$ cat src/rtl/clk_tick_pkg.sv
// Shared definitions for the programmable tick generator family.
// State encoding and mode constants are common to single- and multi-channel blocks.
package clk_tick_pkg;

    typedef enum logic [1:0] {
        IDLE = 2'd0,
        RUN  = 2'd1,
        DONE = 2'd2
    } tick_state_t;

    localparam logic MODE_CONT    = 1'b0;
    localparam logic MODE_ONESHOT = 1'b1;

endpackage

$ cat src/rtl/clk_tick_period_reg.sv
// Period register with a shadow copy so runtime reloads take effect only at a
// period boundary (or immediately when the counter is not running).
module clk_tick_period_reg #(
    parameter int unsigned BIT_SZ         = 16,
    parameter int unsigned DEFAULT_PERIOD = 500
) (
    input  logic              clock,
    input  logic              reset,
    input  logic              running,
    input  logic              boundary,
    input  logic              period_load,
    input  logic [BIT_SZ-1:0] period_in,
    output logic [BIT_SZ-1:0] period_reg,
    output logic              period_pending
);

    logic [BIT_SZ-1:0] period_q, period_d;
    logic [BIT_SZ-1:0] shadow_q, shadow_d;
    logic              pending_q, pending_d;

    always_comb begin
        period_d  = period_q;
        shadow_d  = shadow_q;
        pending_d = pending_q;
        if (period_load) begin
            // A load on the boundary cycle governs the very next period directly.
            if (!running || boundary) begin
                period_d  = period_in;
                pending_d = 1'b0;
            end else begin
                shadow_d  = period_in;
                pending_d = 1'b1;
            end
        end else if (boundary && pending_q) begin
            period_d  = shadow_q;
            pending_d = 1'b0;
        end
    end

    always_ff @(posedge clock) begin
        if (reset) begin
            period_q  <= BIT_SZ'(DEFAULT_PERIOD);
            shadow_q  <= '0;
            pending_q <= 1'b0;
        end else begin
            period_q  <= period_d;
            shadow_q  <= shadow_d;
            pending_q <= pending_d;
        end
    end

    assign period_reg     = period_q;
    assign period_pending = pending_q;

endmodule

$ cat src/rtl/clk_tick_prog.sv
// Runtime-programmable tick generator: one-cycle tick every (period+1) enabled
// cycles, with continuous/one-shot modes, start/restart and a wrapping tick counter.
module clk_tick_prog
    import clk_tick_pkg::*;
#(
    parameter int unsigned BIT_SZ         = 16,
    parameter int unsigned CNT_SZ         = 16,
    parameter int unsigned DEFAULT_PERIOD = 500,
    parameter bit          AUTO_START     = 1'b1
) (
    input  logic              clock,
    input  logic              reset,
    input  logic              enable,
    input  logic              start,
    input  logic              mode,
    input  logic [BIT_SZ-1:0] period_in,
    input  logic              period_load,
    output logic              tick,
    output logic [CNT_SZ-1:0] tick_count,
    output logic [BIT_SZ-1:0] count,
    output logic              running,
    output logic              period_pending
);

    tick_state_t       state_q, state_d;
    logic [BIT_SZ-1:0] count_q, count_d;
    logic [CNT_SZ-1:0] tick_count_q, tick_count_d;
    logic              tick_q, tick_d;
    logic [BIT_SZ-1:0] period_reg;
    logic              tc;

    assign tc = (state_q == RUN) && enable && (count_q == period_reg);

    clk_tick_period_reg #(
        .BIT_SZ         (BIT_SZ),
        .DEFAULT_PERIOD (DEFAULT_PERIOD)
    ) u_period_reg (
        .clock          (clock),
        .reset          (reset),
        .running        (state_q == RUN),
        .boundary       (tc),
        .period_load    (period_load),
        .period_in      (period_in),
        .period_reg     (period_reg),
        .period_pending (period_pending)
    );

    always_comb begin
        state_d      = state_q;
        count_d      = count_q;
        tick_count_d = tick_count_q;
        tick_d       = 1'b0;
        // start wins over a coinciding terminal count and ignores enable.
        if (start) begin
            state_d = RUN;
            count_d = '0;
        end else begin
            case (state_q)
                RUN: begin
                    if (enable) begin
                        if (tc) begin
                            tick_d       = 1'b1;
                            count_d      = '0;
                            tick_count_d = tick_count_q + CNT_SZ'(1);
                            if (mode == MODE_ONESHOT) begin
                                state_d = DONE;
                            end
                        end else begin
                            count_d = count_q + BIT_SZ'(1);
                        end
                    end
                end
                IDLE, DONE: count_d = '0;
                default: begin
                    state_d = IDLE;
                    count_d = '0;
                end
            endcase
        end
    end

    always_ff @(posedge clock) begin
        if (reset) begin
            state_q      <= AUTO_START ? RUN : IDLE;
            count_q      <= '0;
            tick_count_q <= '0;
            tick_q       <= 1'b0;
        end else begin
            state_q      <= state_d;
            count_q      <= count_d;
            tick_count_q <= tick_count_d;
            tick_q       <= tick_d;
        end
    end

    assign tick       = tick_q;
    assign tick_count = tick_count_q;
    assign count      = count_q;
    assign running    = (state_q == RUN);

endmodule

$ cat config.mk
export PLATFORM = sky130hd
export DESIGN_NAME = clk_tick_prog
export DESIGN_NICKNAME = d
export VERILOG_FILES = /design/src/rtl/clk_tick_pkg.sv /design/src/rtl/clk_tick_period_reg.sv /design/src/rtl/clk_tick_prog.sv
export SDC_FILE = /design/constraint.sdc
export NUM_CORES = 1
export LEC_CHECK = 0
export BUFFER_PORTS_ARGS = -buffer_cell sky130_fd_sc_hd__buf_2
export CORE_AREA = 2 2 77 79
export CTS_CLUSTER_SIZE = 20
export DETAILED_ROUTE_END_ITERATION = 12
export DIE_AREA = 0 0 79 81
export MAX_ROUTING_LAYER = met4
export PLACE_DENSITY = 0.81
export SYNTH_ARGS = -nofsm -noshare
export SYNTH_HDL_FRONTEND = slang
export SYNTH_SLANG_ARGS = --single-unit
$ cat constraint.sdc
create_clock -name clock -period 3.9 [get_ports clock]
set_input_delay 0.78 -clock clock [delete_from_list [all_inputs] [get_ports clock]]
set_output_delay 0.78 -clock clock [all_outputs]
set_load 0.03 [all_outputs]
==> qor.txt <==
Worst r2r src: state_q[0]
Clk slew on worst S/H paths: 70 ps
Root cell of the clock tree: clkbuf_8
Syn Nets: 363
Synth-to-layout area growth: 18.1%
Global placer's final weighted congestion: 0.782
DR pass1 iterations: 4
DRT iter0 DRCs: 121
Vias in the first global route: 2,363
First-pass GRT wire length: 10,900 microns
All-Layer GR Usage: 22.2%
Crit-path cells: nor2b_1 > and3_1 > nand3_2 > or2_1 > nand3_1 > nor2_1
Warnings, synthesis: 0
Detailed-route DRC error count: 0
Hold Path Depth: 2
Clock skew: 8.08 ps
R2R Path End: count[2]
Initial antenna violation count: 0
Tcrit/Tclk final: 65.5%
Worst hold slack: 489 ps
Post-route setup TNS: 0 ps
Post-layout min period: 2550 ps
Seq/Total Area, Yosys: 43.1%
Post-CTS setup buffer count: 0
Crit end category: flip-flop
Cell Rows: 28
DIE AREA: 6400 sq um
Layout cell share with drive strength beyond 1: 21.8%
Area leader, netlist: dfxtp_1
Pwr dens: 417 nW/um^2
Slew Viols, Final: 0
Max-Cap Viols: 0
Buffers on Ports: 56
Unrepaired setup endpoints after global routing: false
Count leader, synth: dfxtp_1
Worst slack, placed: 1240 ps
Clk Latency, worst-skew pair: 340 ps
WL/cell: 14.7 microns
Crit Path Max Fanout: 16
Layout net count: 413
Main synth FF type: dfxtp_1
Fillers: 483
Clock Sinks: 68
Area share of the leading cell type in the synthesized netlist: 43.1%
H-tree depth: 3
Die H: 81 microns
Outcome: complete, no violations
Worst Path Required: 4100 ps
Top cells by count, synth: 68 x dfxtp_1, 52 x nor2_1, 35 x mux2i_1
# setup viols final: 0
Worst r2r path cells: 6
#FFs+latches synth: 68
Synth area leaders: dfxtp_1 43%, mux2i_1 11%, xor2_1 6.9%
R2R setup slack: 1350 ps
Min-Delay Path Class: reg2reg
Largest net degree at the start of global routing: 62
Syn Std Cell Area: 3160 sq um
Power Total: 1560 uW
Post-detail-place hpwl: 4620 microns
Post-CTS Hold Buffers: 0
Antenna-violating nets left: 0
Netlist cell types: 42
Clk buf depth: 2
Core area: 5680 sq um
DR vias/cell: 5.62
Via count: 2,635
Crit-path slowest cell: nand3_1
Post-cts resize count: 0
Max stage delay on crit path: 570 ps
Post-synth ARST share: 0%
Initial Util: 55.7%
Grt ovf: 0
Final hold violation count: 0
Die X: 79 microns
Number of flops mapped to enable cells by yosys: 0
Worst-Margin Slew: 604 ps
Hold Path Origin: u_period_reg.shadow_q[7]
Hold Crit Endpoint: u_period_reg.shadow_q[7]
VDD IR-drop max: 342 uV
Setup crit start kind: flip-flop
Mean Syn Cell Area: 9.33 sq um
Fin util: 65.8%
Crit path setup slack, layout: 1350 ps
FMAX: 0.392 GHz
Leak: 0.00159 uW
Post-Route WL: 6890 microns
CTS Buf Count: 9
Rel. slew slack: 59.6%
Mapped Cells: 339
Critical Path AT: 2760 ps
I/O pin cnt: 57
Antenna Cells: 0
Setup CP Type: reg2reg
CTS tree: done
==> worst max path at each step <==
stage / startpoint / slack [ps] / end
3_5_place_dp: enable / 1240 / count[2]
6_report: state_q[0] / 1350 / count[2]
2_1_floorplan: enable / 1450 / tick_count[10]
4_1_cts: state_q[0] / 1380 / count[2]
3_3_place_gp: enable / 1330 / count[15]
5_1_grt: state_q[0] / 1200 / count[0]
==> final cells by class <==
cell class	instances	area, sq um	share of cell area, %
clock buffer	10	128	3.42
clock inverter	6	136	3.65
inverter	2	7.51	0.201
multi-input combinational	248	1700	45.4
sequential	68	1360	36.5
tap	75	93.8	2.51
timing repair buffer	60	310	8.31
==> metal layers <==
layer / vias up / track usage [%] / part of all wire, %
met5: - / - / 0
met4: 0 / 9.14 / 2.0
met3: 16 / 5.00 / 4.1
met2: 58 / 33.7 / 47
met1: 1256 / 28.7 / 47
li1: 1305 / - / -
==> per-stage QoR <==
| stage | area (sq um) | cells |
|---|---|---|
| after floorplan | 3160 | 339 |
| after global placement | 3470 | 453 |
| after detailed placement | 3470 | 453 |
| after CTS | 3730 | 469 |
| after global routing | 3730 | 469 |
| final | 3730 | 469 |
==> critical path, delay by kind of cell (launching register included) <==
family           cells  cell delay [ps]
flip-flops           1              330
AND/OR/NAND/NOR      6             2090
==> cell families (layout without fill, tap and decap cells) <==
logic type	after synthesis	count (layout)	synth area share (%)
and+or+nand+nor	128	128	21.1
DFF	68	68	43.1
AOI/OAI and AO/OA	43	43	9.34
muxes	39	39	12.5
xor gates and xnor gates	36	36	9.97
buffers and inverters	23	78	3.28
adders and majority gates	2	2	0.791
==> layout by cell type (no fill, tap or decap), drive strengths merged, types with 4 or more instances in the layout <==
cell type  count
bufinv         4
mux2i         35
nor2          52
nand4          9
and3           5
a211oi         6
clkbuf        10
xor2          25
buf           60
nand2          9
nor3           9
nand3         16
dfxtp         68
nor2b         11
mux2           4
nor4           5
xnor2         11
a21oi         16
a311oi        10
==> where the power goes <==
group          leakage (uW)  switching [uW]  internal (uW)
clock              0.000127             271            491
sequential         0.000552            6.41            705
combinational      0.000917            49.2           32.8
No activity file was read; power rests on OpenSTA's default activity.
